--- src/rtl/bus_arbiter.sv ---
// Round-robin arbiter for users sharing one 3-state bus: one-hot-or-zero
// grant, one-cycle turnaround between owners, and a slice limit under contention.
module bus_arbiter #(
  parameter int unsigned N     = 4,
  parameter int unsigned SLICE = 4
) (
  input  logic         clk,
  input  logic         rst_n,
  input  logic [N-1:0] req,
  output logic [N-1:0] en,
  output logic [2:0]   owner,
  output logic         busy,
  output logic         turn
);

  localparam int unsigned PW = (N > 1) ? $clog2(N) : 1;
  localparam int unsigned CW = 4;

  typedef enum logic [1:0] {
    ST_IDLE  = 2'd0,
    ST_GRANT = 2'd1,
    ST_TURN  = 2'd2
  } state_e;

  state_e          state_q, state_d;
  logic [N-1:0]    en_q, en_d;
  logic [PW-1:0]   owner_q, owner_d;
  logic [PW-1:0]   ptr_q, ptr_d;
  logic [CW-1:0]   cnt_q, cnt_d;

  logic            found;
  logic [PW-1:0]   win;
  logic [PW-1:0]   win_nxt;
  logic [PW-1:0]   cand;
  logic            others;

  // State register; reset drops the grant immediately
  always_ff @(posedge clk or negedge rst_n) begin
    if (!rst_n) begin
      state_q <= ST_IDLE;
      en_q    <= '0;
      owner_q <= '0;
      ptr_q   <= '0;
      cnt_q   <= '0;
    end else begin
      state_q <= state_d;
      en_q    <= en_d;
      owner_q <= owner_d;
      ptr_q   <= ptr_d;
      cnt_q   <= cnt_d;
    end
  end

  // Round-robin search: first requester at or after ptr, wrapping mod N
  always_comb begin
    found   = 1'b0;
    win     = '0;
    win_nxt = '0;
    cand    = '0;
    for (int i = 0; i < int'(N); i++) begin
      cand = PW'((int'(ptr_q) + i) % int'(N));
      if (!found && req[cand]) begin
        found = 1'b1;
        win   = cand;
      end
    end
    win_nxt = PW'((int'(win) + 1) % int'(N));
  end

  // Any requester other than the current owner (en_q is one-hot in GRANT)
  assign others = |(req & ~en_q);

  // Next-state and next-register logic
  always_comb begin
    state_d = state_q;
    en_d    = en_q;
    owner_d = owner_q;
    ptr_d   = ptr_q;
    cnt_d   = cnt_q;
    unique case (state_q)
      ST_IDLE, ST_TURN: begin
        en_d = '0;
        if (found) begin
          en_d    = N'(1) << win;
          owner_d = win;
          ptr_d   = win_nxt;
          cnt_d   = CW'(1);
          state_d = ST_GRANT;
        end else begin
          state_d = ST_IDLE;
        end
      end
      ST_GRANT: begin
        if (!req[owner_q]) begin
          en_d    = '0;
          state_d = ST_TURN;
        end else if (cnt_q == CW'(SLICE)) begin
          if (others) begin
            en_d    = '0;
            state_d = ST_TURN;
          end else begin
            cnt_d = CW'(1);
          end
        end else begin
          cnt_d = cnt_q + CW'(1);
        end
      end
      default: begin
        en_d    = '0;
        state_d = ST_IDLE;
      end
    endcase
  end

  // Outputs decoded straight from registers; no path from req
  always_comb begin
    en    = en_q;
    owner = 3'(owner_q);
    busy  = |en_q;
    turn  = (state_q == ST_TURN);
  end

endmodule
--- config.mk ---
export PLATFORM = sky130hd
export DESIGN_NAME = bus_arbiter
export DESIGN_NICKNAME = d
export VERILOG_FILES = /design/src/rtl/bus_arbiter.sv
export SDC_FILE = /design/constraint.sdc
export NUM_CORES = 1
export LEC_CHECK = 0
export ABC_AREA = 0
export CORE_MARGIN = 2
export CORE_UTILIZATION = 51
export CTS_CLUSTER_SIZE = 40
export DETAILED_ROUTE_END_ITERATION = 10
export HOLD_SLACK_MARGIN = 0.02
export PLACE_DENSITY = 0.77
export SYNTH_ARGS = -nofsm -noshare
export SYNTH_HDL_FRONTEND = slang
export SYNTH_SLANG_ARGS = --single-unit
export TNS_END_PERCENT = 5
--- constraint.sdc ---
create_clock -name clk -period 2.05 [get_ports clk]
set_input_delay 0.41 -clock clk [delete_from_list [all_inputs] [get_ports clk]]
set_output_delay 0.41 -clock clk [all_outputs]
set_load 0.1 [all_outputs]
* Word level (Yosys, flattened, before mapping) *
Cells that the tools add are included.

word-level totals
  bits in registers = 14
  latch bits = 0
  RAM bits = 0
  ROM bits = 0
  bits of input ports = 6
  memories = 0

cells by class
  $add $sub $neg = 5
  multipliers = 0
  div/mod/pow operators = 0
  $lt $le $gt $ge = 5
  equality and inequality tests = 8
  shift-type cells = 1
  muxes and demuxes = 33
  bitwise logic cells = 2
  reduce and logical (&&, ||, !) cells = 14

operators with widths
  kind                                                                    count
  4-bit two-way mux                                                       8
  4-bit one-hot mux with 2 select lines                                   2
  2-bit by 3-bit < comparator with 1-bit output (second input constant)   5
  2-bit two-way mux                                                       7
  1-bit binary-select mux with 2-bit select                               5
  1-bit two-way mux                                                       10
  3-bit != test (second input constant)                                   3
  4-bit OR reduction                                                      2
  2-bit by 1-bit adder with 2-bit output (second input constant)          2
  2-bit adder (second input constant)                                     2
  4-bit by 1-bit adder with 4-bit output (second input constant)          1
  4-bit bitwise AND                                                       1
  4-bit by 3-bit equality test with 1-bit output (second input constant)  1
  2-bit != test (second input constant)                                   2
  4-bit NOT                                                               1
  2-bit one-hot mux with 2 select lines                                   1
  2-bit AND reduction                                                     2
  4-bit AND reduction                                                     1
  1-bit by 2-bit << shifter with 4-bit output (first input constant)      1
  1-bit logical AND                                                       3
  1-bit logical NOT                                                       3
  2-bit by 1-bit equality test with 1-bit output (second input constant)  1
  2-bit equality test (second input constant)                             1
  2-bit logical NOT                                                       1
  2 further kinds                                                         2

* Depth between registers and ports, before layout *
Gate-level depths: netlist of the first run.

  depth in word-level cells = 15
  depth in mapped cells = 6
  depth with buffers taken out = 6

* Worst setup path before layout of the first run *
No wires, ideal clock.

  kind = register -> output
  start = register en_q[0] (netlist: en[0])
  end = output port busy
  arrival = 1.822 ns
  data required time = 1.640 ns
  path slack = -0.182 ns
  cell stages (with the launch flop) = 2
  cells stage by stage = dfrtp_1 -> or4_1

between the ends
  cells in the longest elaborated chain, start to end = 1

RTL lines
  item                      line  text
  start: declaration        26    logic [N-1:0] en_q, en_d;
  start signal: assignment  47    en_q <= en_d;
  4-bit OR reduction        119   busy = |en_q;
  end: declaration          12    output logic busy,

No other way between the ends.

* Worst setup path in the final report of the first run *
Ends and elaborated chain as after synthesis.

==> results.md, run 1 <==
- Status: finished, final reports clean
- ANT cells: 0
- Fin crit period: 1.86 ns
- Top post-synthesis cells by area: dfrtp_1 (40%), ha_1 (8.5%), a22o_1 (4.0%)
- Die Footprint: 2090 um^2
- CP Launch Point: en[0]$_DFFE_PN0P_
- Initial antenna violation count: 0
- Hold bufs inserted after CTS: 0
- Largest net degree at the start of global routing: 15
- Synth Area in Compound Gates: 0.215
- Die Ht: 45.7 um
- Count of cell types in the netlist: 35
- Critical path cell sequence: or4_4 -> buf_12
- Worst setup SP type: flip-flop
- DPL Wire Length: 1380 um
- Core footprint: 1670 um^2
- EDFF count, synth: 0
- Final wirelength: 1810 um
- Mux contribution to synthesized area: 0.0763
- Flops & latches, synth: 14
- Number of max-cap violations: 0
- Clk sinks: 14
- Die boundary width: 45.7 um
- RSZ-0062 raised after global routing: false
- CTS tree: built
- Pre-CTS WS: -0.0570 ns
- Syn Inst Count: 81
- Worst clock skew: 0.00269 ns
- Via count: 674
- Worst Setup End Kind: primary output
- Nets@finish: 116
- Worst path max stage delay: 0.56 ns
- Clock transition at path regs: 0.09 ns
- ANT nets after route: 0
- Total track usage: 0.195
- Final setup viols: 0
- Seq/Total Area, Yosys: 0.395
- Main flop type after synthesis: dfrtp_1
- Final Hold Fails: 0
- Number of global-route vias before repair: 614
- Final Max Tran Viols: 0
- I/O pin count: 15
- H-tree level count: 1
- CP max stage cell: or4_4
- Largest family of logic cells by synthesized area: compound AO/OA/AOI/OAI gates
- TritonCTS Buffers: 3
- WL per Instance: 15.1 um
- Grt ovf: 0
- Share of layout cells above drive strength 1: 0.301
- Yosys top cell by area: dfrtp_1
- Buf+Inv Stages, Crit Path: 1
- Adder-Cell Fraction of Synth Area: 0.0847
- Number of vias per cell: 5.62
- Post-synthesis xor/xnor area fraction: 0.00989
- Period Utilization, post-route: 0.905
- R2R Setup Slk: 0.46 ns
- R2R Path End: en[1]$_DFFE_PN0P_
- Slew headroom: 0.573
- CP arrival: 1.45 ns
- Hold Crit Class: in -> async
- Synth Net Count: 93
- PortBufs: 13
- FF-to-FF path depth: 6
- Post-cts sizing count: 0
- Slew @ Worst Pin: 0.639 ns
- Syn Area/Cell: 10.9 um^2
- Clock Tree Root: clkbuf_4
- First-pass GRT wire length: 2780 um
- CTS Buffer Depth: 2
- Iter 0 DRT Violations: 14
- Worst path required time: 1.64 ns
- Worst R2R Start: ptr_q[1]$_DFFE_PN0P_
- Ys Warns: 0
- Clock latency at the later pin of the worst-skew pair: 0.29 ns
- Max Clk Rate: 0.539 GHz
- TritonRoute pass-1 iters: 4
- Layout area overhead: 26.4%
- Starting Density: 0.530
- DRC violations left: 0
- Row count: 15
- Delay-heaviest family, CP: simple AND/OR/NAND/NOR gates
- Post-CTS setup buffers: 0
- Worst-path fanout max: 4
- Share of synthesized registers carrying an async set or reset: 1.00
- Routability cong.: 0.829
- Synthesized cell area: 886 um^2
- Setup CP Type: reg -> out
- Synth Area in Simple Gates: 0.168
- Final worst slack: 0.194 ns
- Post-synth top area share: 0.395
==> state kept, by name, summed over array words and instances (netlist names) <==
name,cells
cnt_q,4
en,4
owner_q,2
ptr_q,2
state_q,2
==> cell usage in the layout (no fill, tap or decap), types with 2 or more instances in the layout <==
master | Yosys | layout
a21oi_1 | 2 | 2
a22o_1 | 4 | 4
buf_12 | 0 | 2
buf_4 | 2 | 13
clkbuf_4 | 0 | 3
clkdlybuf4s50_1 | 0 | 5
dfrtp_1 | 14 | 14
ha_1 | 6 | 6
inv_1 | 7 | 7
mux2_2 | 2 | 2
mux2i_1 | 3 | 3
nand2_1 | 6 | 6
nand2b_1 | 5 | 5
nand3b_1 | 2 | 2
nor2b_1 | 3 | 3
o21ai_0 | 2 | 2
o21bai_1 | 2 | 2
==> final cells by class <==
class	instances	area, um^2
Fill cell	126	551
Inverter	7	26.3
Clock buffer	4	36.3
Timing Repair Buffer	20	188
Multi-Input combinational cell	58	498
Sequential cell	14	350
Tap cell	17	21.3
==> worst max path at each step <==
stage | slack (ns) | depth (start not counted) | endpoint
after floorplan | -0.10 | 1 | turn
after detailed placement | -0.06 | 6 | en[0]$_DFFE_PN0P_
after global placement | -0.04 | 6 | ptr_q[1]$_DFFE_PN0P_
final | 0.19 | 2 | busy
after global routing | 0.14 | 6 | ptr_q[1]$_DFFE_PN0P_
after CTS | 0.18 | 2 | busy
==> synthesized netlist by cell type (all sizes together) (2+ instances only) <==
cell / number
inv: 7
nor3b: 2
ha: 6
mux2i: 3
nor2b: 3
buf: 2
a22o: 4
nand2b: 5
nand3b: 2
nor2: 2
o21bai: 2
nand2: 6
dfrtp: 14
a21oi: 2
mux2: 3
o21ai: 2
==> routing by layer <==
layer  part of all wire  track usage  vias up
met4              0.012       0.0529        0
met2               0.47        0.307       15
met1               0.47        0.260      325
met3              0.044       0.0595        3
li1                   -            -      331
met5                  0            0        -
==> through the flow <==
stage               hold slack [ns]   util  instance area [um^2]  instances  TNS (ns)
finish                        0.509  0.670                  1120        120         0
global route                  0.564  0.670                  1120        120         0
CTS                           0.523  0.670                  1120        120         0
detailed placement            0.518  0.649                  1080        116    -0.163
global placement              0.507  0.649                  1080        116    -0.104
floorplan                     0.114      -                   890         81    -0.110
==> cells by family after synthesis <==
family          count (synthesis)
simple gates                   24
compound gates                 20
fa+ha+maj                       6
mux                             6
xor+xnor                        1
other cells                     1
flops                          14
buf+inv                         9
Power of run 1 is not shown: default switching activity piles up to over one toggle a cycle in this logic, so the estimate is an artifact.
==> run 2, diff against run 1 <==
PLACE_DENSITY = default   (was 0.77)
PLACE_DENSITY_LB_ADDON = 0.25   (was default)
==> run 2 against run 1 <==
Cell count grew 0.83%. Clock-buffer cell count is the same. Die area did not move. Sequential share of layout area decreased by 0.21 points. Critical endpoint unchanged. Largest cell class unchanged. Maximum frequency is 0.28% higher.
==> results.md, run 2 (synthesized netlist as in run 1, its figures left out) <==
- TritonRoute pass-1 iters: 4
- Final Non-Filler Cells: 121
- Clock latency at the later pin of the worst-skew pair: 0.27 ns
- Worst path max stage delay: 0.56 ns
- Total track usage: 0.193
- I/O pin count: 15
- Core footprint: 1670 um^2
- ANT nets after route: 0
- Final wirelength: 1750 um
- Most frequent cells in the layout: dfrtp_1 (14), buf_4 (14), inv_1 (7), nand2_1 (6), ha_1 (6)
- Post-cts sizing count: 0
- Grt ovf: 0
- Share of layout cells above drive strength 1: 0.308
- Slew headroom: 0.589
- Number of vias per cell: 5.69
- CP max stage cell: or4_4
- Final setup viols: 0
- Period Utilization, post-route: 0.903
- TritonCTS Buffers: 3
- Routability cong.: 0.867
- Die boundary width: 45.7 um
- Die Ht: 45.7 um
- Critical path cell sequence: or4_4 -> buf_12
- Slew @ Worst Pin: 0.615 ns
- Die Footprint: 2090 um^2
- Grt met3 use: 0.0238
- R2R Setup Slk: 0.46 ns
- Iter 0 DRT Violations: 10
- DP Cell Count: 117
- PortBufs: 13
- Buf+Inv Stages, Crit Path: 1
- Nets@finish: 117
- Final Hold Fails: 0
- Clock transition at path regs: 0.08 ns
- Hold Crit Class: in -> async
- Fin crit period: 1.85 ns
- Number of max-cap violations: 0
- Worst setup SP type: flip-flop
- WL per Instance: 14.5 um
- Largest net degree at the start of global routing: 15
- Met2 Usage GRT: 0.296
- Worst clock skew: 0.00464 ns
- Initial antenna violation count: 0
- First-pass GRT wire length: 2900 um
- Post-CTS setup buffers: 0
- Worst-path fanout max: 4
- Via count: 689
- DRC violations left: 0
- Max Clk Rate: 0.540 GHz
- Clk sinks: 14
- Status: finished, final reports clean
- Hold bufs inserted after CTS: 0
- Number of global-route vias before repair: 661
- Layout area overhead: 27.3%
- H-tree level count: 1
- CTS tree: built
- Row count: 15
- Delay-heaviest family, CP: simple AND/OR/NAND/NOR gates
- Busiest layer in global routing: met2
- ANT cells: 0
- CP arrival: 1.44 ns
- Met1 Use GR: 0.278
- Setup CP Type: reg -> out
- Worst Setup End Kind: primary output
- Final Max Tran Viols: 0
- Clock Tree Root: clkbuf_4
- Starting Density: 0.530
- DPL Wire Length: 1380 um
- Worst path required time: 1.64 ns
- RSZ-0062 raised after global routing: false
- CTS Buffer Depth: 2
run 2: cell type report:
cell class	instances	area, um^2
Timing Repair Buffer	21	195
Inverter	7	26.3
Sequential cell	14	350
Tap cell	17	21.3
Multi-Input combinational cell	58	498
Fill cell	117	543
Clock buffer	4	36.3
run 2: metrics by stage:
| stage | setup TNS, ns | cell area, um^2 | hold WS, ns | utilization | worst slack, ns |
|---|---|---|---|---|---|
| 2_1_floorplan | -0.110 | 890 | 0.114 | - | -0.102 |
| 3_3_place_gp | 0 | 1090 | 0.504 | 0.653 | 0.00295 |
| 3_5_place_dp | -0.140 | 1090 | 0.526 | 0.653 | -0.0496 |
| 4_1_cts | 0 | 1130 | 0.539 | 0.675 | 0.192 |
| 5_1_grt | 0 | 1130 | 0.577 | 0.675 | 0.170 |
| 6_report | 0 | 1130 | 0.514 | 0.675 | 0.199 |
run 2: worst paths after layout:
path | cells past startpoint | to | from
max | 2 | busy | en[0]$_DFFE_PN0P_
min | 1 | en[1]$_DFFE_PN0P_ | rst_n
max reg2reg | 6 | en[1]$_DFFE_PN0P_ | ptr_q[1]$_DFFE_PN0P_
min reg2reg | 1 | cnt_q[3]$_DFFE_PN0P_ | cnt_q[3]$_DFFE_PN0P_
max in group asynchronous | 1 | owner_q[1]$_DFFE_PN0P_ | rst_n
min in group clk | 1 | cnt_q[3]$_DFFE_PN0P_ | cnt_q[3]$_DFFE_PN0P_
run 2: routing by layer:
| metal | routed length (um) | up-vias |
|---|---|---|
| li1 | - | 334 |
| met4 | 15 | 0 |
| met1 | 816 | 334 |
| met3 | 65 | 2 |
| met2 | 853 | 19 |
| met5 | 0 | - |
Power of run 2 is left out for the same reason.
==> run 3, diff against run 2 <==
PLACE_DENSITY = 0.88   (was default)
PLACE_DENSITY_LB_ADDON = default   (was 0.25)
==> run 3 against run 2 <==
Clock skew is 0.00052 ns lower. Global-route usage grew 2.1 points. Die area is the same. Cell count fell by 0.83%. Worst hold slack lost 0.012 ns. Critical path type unchanged. Critical endpoint unchanged. Cell area shrank 0.67%. Register-to-register slack lost 0.03 ns. Maximum frequency down 1.2%. Via count rose by 0.58%. Critical path depth is the same.
==> results.md, run 3 (synthesized netlist as in run 1, its figures left out) <==
- Number of vias per cell: 5.78
- Largest net degree at the start of global routing: 15
- DP Cell Count: 116
- CP arrival: 1.46 ns
- TritonRoute pass-1 iters: 4
- PortBufs: 13
- Hold bufs inserted after CTS: 0
- Die Footprint: 2090 um^2
- Hold Crit Class: in -> async
- Critical path cell sequence: or4_4 -> buf_12
- Core footprint: 1670 um^2
- Slew @ Worst Pin: 0.634 ns
- Final Non-Filler Cells: 120
- WL per Instance: 15.9 um
- Slew headroom: 0.576
- Status: finished, final reports clean
- R2R Setup Slk: 0.43 ns
- First-pass GRT wire length: 3080 um
- Row count: 15
- Buf+Inv Stages, Crit Path: 1
- CP Launch Point: en[0]$_DFFE_PN0P_
- Routability cong.: 0.837
- DRC violations left: 0
- Number of max-cap violations: 0
- Final wirelength: 1910 um
- FF-to-FF path depth: 6
- I/O pin count: 15
- H-tree level count: 1
- Final Max Tran Viols: 0
- Share of layout cells above drive strength 1: 0.301
- Max Clk Rate: 0.534 GHz
- Nets@finish: 116
- Clk sinks: 14
- Most common library cell in the layout ignoring fill and taps: dfrtp_1
- Setup CP Type: reg -> out
- CP max stage cell: or4_4
- Total track usage: 0.215
- Number of global-route vias before repair: 659
- Most frequent cells in the layout: dfrtp_1 (14), buf_4 (13), inv_1 (7), nand2_1 (6), ha_1 (6)
- Die boundary width: 45.7 um
- Period Utilization, post-route: 0.914
- Clock latency at the later pin of the worst-skew pair: 0.29 ns
- Die Ht: 45.7 um
- Clock transition at path regs: 0.09 ns
- Final core utilization: 0.670
- Final setup viols: 0
- ANT nets after route: 0
- Worst-path fanout max: 4
- R2R Path End: en[1]$_DFFE_PN0P_
- Via count: 693
- Starting Density: 0.530
- Post-CTS setup buffers: 0
- Initial antenna violation count: 0
- Iter 0 DRT Violations: 12
- DPL Wire Length: 1450 um
- Worst setup SP type: flip-flop
- Final Hold Fails: 0
- Fill count: 128
- Worst Setup End Kind: primary output
- Layout area overhead: 26.4%
- CTS Buffer Depth: 2
- Worst clock skew: 0.00412 ns
- CTS tree: built
- Worst path required time: 1.64 ns
- Worst path max stage delay: 0.56 ns
- Post-cts sizing count: 0
- Grt ovf: 0
- ANT cells: 0
- Clock Tree Root: clkbuf_4
- Delay-heaviest family, CP: simple AND/OR/NAND/NOR gates
- Worst R2R Start: ptr_q[1]$_DFFE_PN0P_
- RSZ-0062 raised after global routing: false
- Fin crit period: 1.87 ns
- TritonCTS Buffers: 3
## run 3: metal layers
layer / up-vias / track usage / wire, um
li1: 331 / - / -
met1: 341 / 0.285 / 839
met2: 15 / 0.324 / 958
met3: 6 / 0.0516 / 55
met4: 0 / 0.106 / 55
met5: - / 0 / 0
## run 3: worst max-delay path by stage
stage	end	cells past startpoint
final	busy	2
after global routing	en[1]$_DFFE_PN0P_	7
after CTS	busy	2
after detailed placement	en[1]$_DFFE_PN0P_	7
after global placement	en[0]$_DFFE_PN0P_	7
after floorplan	turn	1
## run 3: cell type report
class | count | area, um^2 | share of cell area
repair buffers | 20 | 188 | 0.168
multi-input cells | 58 | 498 | 0.445
inverters | 7 | 26.3 | 0.0235
flip-flops and latches | 14 | 350 | 0.313
well taps | 17 | 21.3 | 0.0190
clock buffers | 4 | 36.3 | 0.0324
## run 3: metrics by stage
stage          instance area (um^2)  TNS [ns]  hold WS, ns  worst slack [ns]
6_report                       1120         0        0.502             0.177
5_1_grt                        1120         0        0.551             0.117
4_1_cts                        1120         0        0.529             0.173
3_5_place_dp                   1080   -0.0973        0.524           -0.0446
3_3_place_gp                   1080   -0.0581        0.504           -0.0345
2_1_floorplan                   890    -0.110        0.114            -0.102
Power of run 3 is left out for the same reason.
